$ cat src/rtl/redmule_pkg.sv
// Shared types and default sizing for the RedMulE exponent sequencer.
// Consumers: redmule_exp_sequencer (build option REDMULE_EXP_SEQ_BYPASS_EN lives there).
package redmule_pkg;

    localparam int unsigned DEFAULT_EXP_WIDTH = 8;
    localparam int unsigned DEFAULT_BLOCK_LEN = 32;

    typedef enum logic [1:0] {
        EXP_SEQ_IDLE  = 2'd0,
        EXP_SEQ_FETCH = 2'd1,
        EXP_SEQ_RUN   = 2'd2,
        EXP_SEQ_DONE  = 2'd3
    } exp_seq_state_e;

endpackage

$ cat src/rtl/redmule_exp_sequencer.sv
// Pairs each block of BLOCK_LEN element beats with one shared exponent popped from a buffer.
// Define REDMULE_EXP_SEQ_BYPASS_EN to fetch the next exponent on the last beat (no inter-block bubble).
module redmule_exp_sequencer
    import redmule_pkg::*;
#(
    parameter int unsigned EXP_WIDTH = DEFAULT_EXP_WIDTH,
    parameter int unsigned BLOCK_LEN = DEFAULT_BLOCK_LEN,
    parameter int unsigned CNT_WIDTH = 16
) (
    input  logic                 clk_i,
    input  logic                 rst_i,
    input  logic                 clear_i,
    input  logic                 start_i,
    input  logic [CNT_WIDTH-1:0] num_blocks_i,
    input  logic [EXP_WIDTH-1:0] exp_data_i,
    input  logic                 exp_valid_i,
    output logic                 exp_consume_o,
    input  logic                 elem_valid_i,
    output logic                 elem_ready_o,
    output logic                 out_valid_o,
    input  logic                 out_ready_i,
    output logic [EXP_WIDTH-1:0] out_exp_o,
    output logic                 out_last_o,
    output logic                 busy_o,
    output logic                 done_o,
    output logic [1:0]           dbg_state_o
);

    // Handshake: an element beat moves when elem_valid_i && out_ready_i in RUN;
    // out_valid_o mirrors elem_valid_i and elem_ready_o mirrors out_ready_i, so
    // neither side waits on a combinational loop through this block.

    localparam int unsigned BEAT_W = $clog2(BLOCK_LEN);
    localparam logic [BEAT_W-1:0] LAST_BEAT = BEAT_W'(BLOCK_LEN - 1);

    exp_seq_state_e       state_q, state_d;
    logic [EXP_WIDTH-1:0] exp_q, exp_d;
    logic [BEAT_W-1:0]    beat_q, beat_d;
    logic [CNT_WIDTH-1:0] blk_q, blk_d;
    logic                 consume;
    logic                 in_run;
    logic                 xfer;

    // Outputs are forced low while rst_i is high so they read 0 during reset too.
    assign in_run = (state_q == EXP_SEQ_RUN) && !rst_i;
    assign xfer   = in_run && elem_valid_i && out_ready_i;

    always_comb begin
        state_d = state_q;
        exp_d   = exp_q;
        beat_d  = beat_q;
        blk_d   = blk_q;
        consume = 1'b0;

        case (state_q)
            EXP_SEQ_IDLE: begin
                if (start_i) begin
                    blk_d   = num_blocks_i;
                    state_d = (num_blocks_i == '0) ? EXP_SEQ_DONE : EXP_SEQ_FETCH;
                end
            end
            EXP_SEQ_FETCH: begin
                if (exp_valid_i) begin
                    consume = 1'b1;
                    exp_d   = exp_data_i;
                    beat_d  = '0;
                    state_d = EXP_SEQ_RUN;
                end
            end
            EXP_SEQ_RUN: begin
                if (xfer) begin
                    beat_d = beat_q + 1'b1;
                    if (beat_q == LAST_BEAT) begin
                        blk_d = blk_q - 1'b1;
                        if (blk_q == CNT_WIDTH'(1)) begin
                            state_d = EXP_SEQ_DONE;
                        end else begin
`ifdef REDMULE_EXP_SEQ_BYPASS_EN
                            // beat_d already wraps to zero, so the next block starts immediately.
                            if (exp_valid_i) begin
                                consume = 1'b1;
                                exp_d   = exp_data_i;
                            end else begin
                                state_d = EXP_SEQ_FETCH;
                            end
`else
                            state_d = EXP_SEQ_FETCH;
`endif
                        end
                    end
                end
            end
            EXP_SEQ_DONE: begin
                state_d = EXP_SEQ_IDLE;
            end
            default: begin
                state_d = EXP_SEQ_IDLE;
            end
        endcase

        // Soft abort wins over everything, including a start in the same cycle.
        if (clear_i) begin
            state_d = EXP_SEQ_IDLE;
            beat_d  = '0;
            blk_d   = '0;
            consume = 1'b0;
        end
    end

    always_ff @(posedge clk_i) begin
        if (rst_i) begin
            state_q <= EXP_SEQ_IDLE;
            exp_q   <= '0;
            beat_q  <= '0;
            blk_q   <= '0;
        end else begin
            state_q <= state_d;
            exp_q   <= exp_d;
            beat_q  <= beat_d;
            blk_q   <= blk_d;
        end
    end

    assign exp_consume_o = consume && !rst_i;
    assign out_valid_o   = in_run && elem_valid_i;
    assign elem_ready_o  = in_run && out_ready_i;
    assign out_exp_o     = in_run ? exp_q : '0;
    assign out_last_o    = in_run && (beat_q == LAST_BEAT);
    assign busy_o        = (state_q != EXP_SEQ_IDLE) && !rst_i;
    assign done_o        = (state_q == EXP_SEQ_DONE) && !rst_i;
    assign dbg_state_o   = state_q;

endmodule

$ cat config.mk
export PLATFORM = sky130hd
export DESIGN_NAME = redmule_exp_sequencer
export DESIGN_NICKNAME = d
export VERILOG_FILES = /design/src/rtl/redmule_pkg.sv /design/src/rtl/redmule_exp_sequencer.sv
export SDC_FILE = /design/constraint.sdc
export NUM_CORES = 1
export LEC_CHECK = 0
export CAP_MARGIN = 20
export CORE_MARGIN = 4
export CORE_UTILIZATION = 53
export DETAILED_ROUTE_END_ITERATION = 6
export PLACE_DENSITY = 0.86
export SLEW_MARGIN = 0
export SYNTH_ARGS = -nofsm -noshare
export SYNTH_HDL_FRONTEND = slang
export SYNTH_SLANG_ARGS = --single-unit
$ cat constraint.sdc
create_clock -name clk_i -period 4.53 [get_ports clk_i]
set_clock_uncertainty 0.15 [all_clocks]
set_input_delay 0.906 -clock clk_i [delete_from_list [all_inputs] [get_ports clk_i]]
set_output_delay 0.906 -clock clk_i [all_outputs]
set_load 0.005 [all_outputs]
==> qor.yml <==
cp_slowest_cell: "clkdlybuf4s50_1"
critPathRequiredTime_ps: 3470
timing.hold.worst_path_depth: 2
critical_path.n_buffers_inverters: 2
num_vias: 1906
hold_violations: 0
fp.dieH_um: 67.09
design.core.area_um2: 3363
static-leakage-power_nw: 0.9440
cp.depth: 4
postLayoutSetupSlackWorst_ps: 696.1
synth.top_cells.by_area: "dfxtp_1, nor2_1, mux2i_1"
start_util_pct: 55.02
dpl.hpwl_um: 3459
clockBufferDepth: 2
syn2layout_area_growth_pct: 30.09
ir_drop_mv: 0.2079
via_per_inst: 5.901
totalNegativeSetupSlack_ps: 0
cp-start-kind: "input port"
crit_path_frequent_cell: "clkdlybuf4s50_1"
hp-start: "beat_q[3]"
std_cell_rows: 21
final_period_minus_worst_setup_slack_ps: 3834
wire_length_of_the_first_global_routing_pass_um: 7755
postRouteAntennaNets: 0
power-per-cell-area_nw_per_um2: 240.2
synthFlopType: "dfxtp_1"
pre_cts_ws_ps: 669.9
min_path_type: "flip-flop to flip-flop"
buffer_ports.inserted: 46
gp_congestion: 0.8620
grt_total_usage_pct: 22.42
grt.overflow.total: 0
worstReg2RegStart: "blk_q[0]"
drcViolationCount: 0
async_reset_ff_share_pct: 0
cpPeakStageDelay_ps: 630
grt_start_max_net_pins: 33
avgRoutedWirePerCell_um: 14.93
timing.max_slew.rel_slack_pct: 54.71
synth.ff_latch_count: 31
synthCells: 233
top_family_by_delay_on_critical_path: "buffers and inverters"
final_design_area_no_fill_um2: 2407
tritoncts.num_buffers: 5
drt-initial-drc-count: 172
synth_area_um2: 1851
synth_seq_area_share_pct: 33.54
timing.reg2reg.setup_slack_ps: 2310
largest_fanout_of_any_net_on_the_critical_path: 14
grt_setup_unrepaired: "no"
final_report_setup_violation_count: 0
worstSetupStartpoint: "rst_i"
drt-pass1-iter-count: 4
cts_hold_buf: 0
cp-end-kind: "output port"
worst-slew-pin-transition_ps: 673.7
antenna_cells: 0
worstSetupPathType: "input port to output port"
total_power_w: 0.0005783
via_count_of_the_first_global_routing_pass: 1722
maxCapViolations: 0
post_cts.resized_instances: 0
clock_tree.htree_level_count: 2
clock_network_latency_to_the_later_pin_of_the_worst_skew_pair_ps: 330
fmaxAchievable_mhz: 260.8
status: "completed"
netlist-cell-type-count: 53
clk_transition_reported_paths_ps: 90
final_min_period_over_clock_period_pct: 84.63
tritoncts: "yes"
layout_nets: 311
avgSynthCellArea_um2: 7.942
grt_antenna_before_repair: 0
post_cts.repair.setup_buffers: 0
die-area_um2: 4501
finalWirelength_um: 4821
post-synth-top-count-cell: "dfxtp_1"
post-synth-top-area-fraction_pct: 33.54
pin_count: 47
cts-root-buf: "clkbuf_4"
synth_top_cell_by_area: "dfxtp_1"
cp_data_arrival_time_ps: 2780
worstRegToRegCells: 6
worstPathCellList: "clkdlybuf4s50_1 -> nor2_1 -> and2_1 -> clkdlybuf4s50_1"
clock_sinks: 31
mappedNetlistNets: 268
fp.dieW_um: 67.09
synth_edf_count: 0
netlist_top_cells_count: "dfxtp_1, nor2_1, nand2_1"
timing_max_transition_violations_final: 0
final_layout_size_suffix_gt1_share_pct: 7.942
placed_area_um2: 2338
ys.warnings.count: 0
area by class of cell:
class / instances / area (um2)
well taps: 46 / 57.56
fillers: 289 / 955.9
clock buffers: 8 / 68.82
multi-input cells: 184 / 1155
repair buffers: 50 / 490.5
inverters: 4 / 15.01
flip-flops and latches: 31 / 620.6
path summary, 6_finish.rpt:
kind | to
setup / recovery | out_exp_o[3]
hold reg to reg | beat_q[3]
setup reg to reg | blk_q[12]
hold / removal | beat_q[3]
kinds of logic (layout without fill, tap and decap cells):
logic type / Yosys count / count (layout) / share of synthesized area (%)
compound gates: 65 / 65 / 22.99
mux: 11 / 11 / 6.018
simple gates: 103 / 103 / 30.22
xor+xnor: 1 / 1 / 0.4734
flops: 31 / 31 / 33.54
fa+ha+maj: 4 / 4 / 2.705
buf+inv: 18 / 62 / 4.057
sequential cells by signal (all words and copies together) (netlist names):
name,count
blk_q,16
beat_q,5
dbg_state_o,2
exp_q,8
through the flow:
stage	instances	util, %	hold WS (ps)
after floorplan	233	-	303.1
after global placement	315	69.53	319.6
after detailed placement	315	69.53	330.7
after CTS	323	71.58	344.5
after global routing	323	71.58	374.5
final	323	71.58	341.1
routing by layer:
layer | share of wire, % | routed length, um | track usage, %
met1 | 44 | 2108 | 29.83
met2 | 49 | 2378 | 34.11
met3 | 5.0 | 243 | 5.902
met4 | 1.9 | 91 | 8.861
met5 | 0 | 0 | 0
cells in the final DEF, fill, tap and decap left out, types with 2 or more instances in the layout:
master,Yosys,routed
a21o_1,4,4
a21oi_1,18,18
a31oi_1,4,4
a32o_1,2,2
a41oi_1,2,2
and2_0,3,3
and2_1,11,11
buf_4,1,4
clkbuf_4,0,5
clkbuf_8,0,2
clkdlybuf4s50_1,0,46
dfxtp_1,31,31
ha_1,4,4
inv_1,4,4
mux2i_1,10,10
nand2_1,22,22
nand3_1,3,3
nand4_1,4,4
nor2_1,27,27
nor2b_1,2,2
nor3_1,7,7
nor4_1,7,7
o211ai_1,6,6
o21ai_0,16,16
or3_1,2,2
or4_1,2,2
power by group:
group          internal [W]  switching, W
Clock             0.0000912     0.0000906
Combinational     0.0000540     0.0000551
Sequential         0.000279    0.00000808
tightest hold or removal path, stage by stage (launching register included):
cell	delay, ps
dfxtp_1	320
o21ai_0	70
a21oi_1	60
No activity file was read; power rests on OpenSTA's default activity.
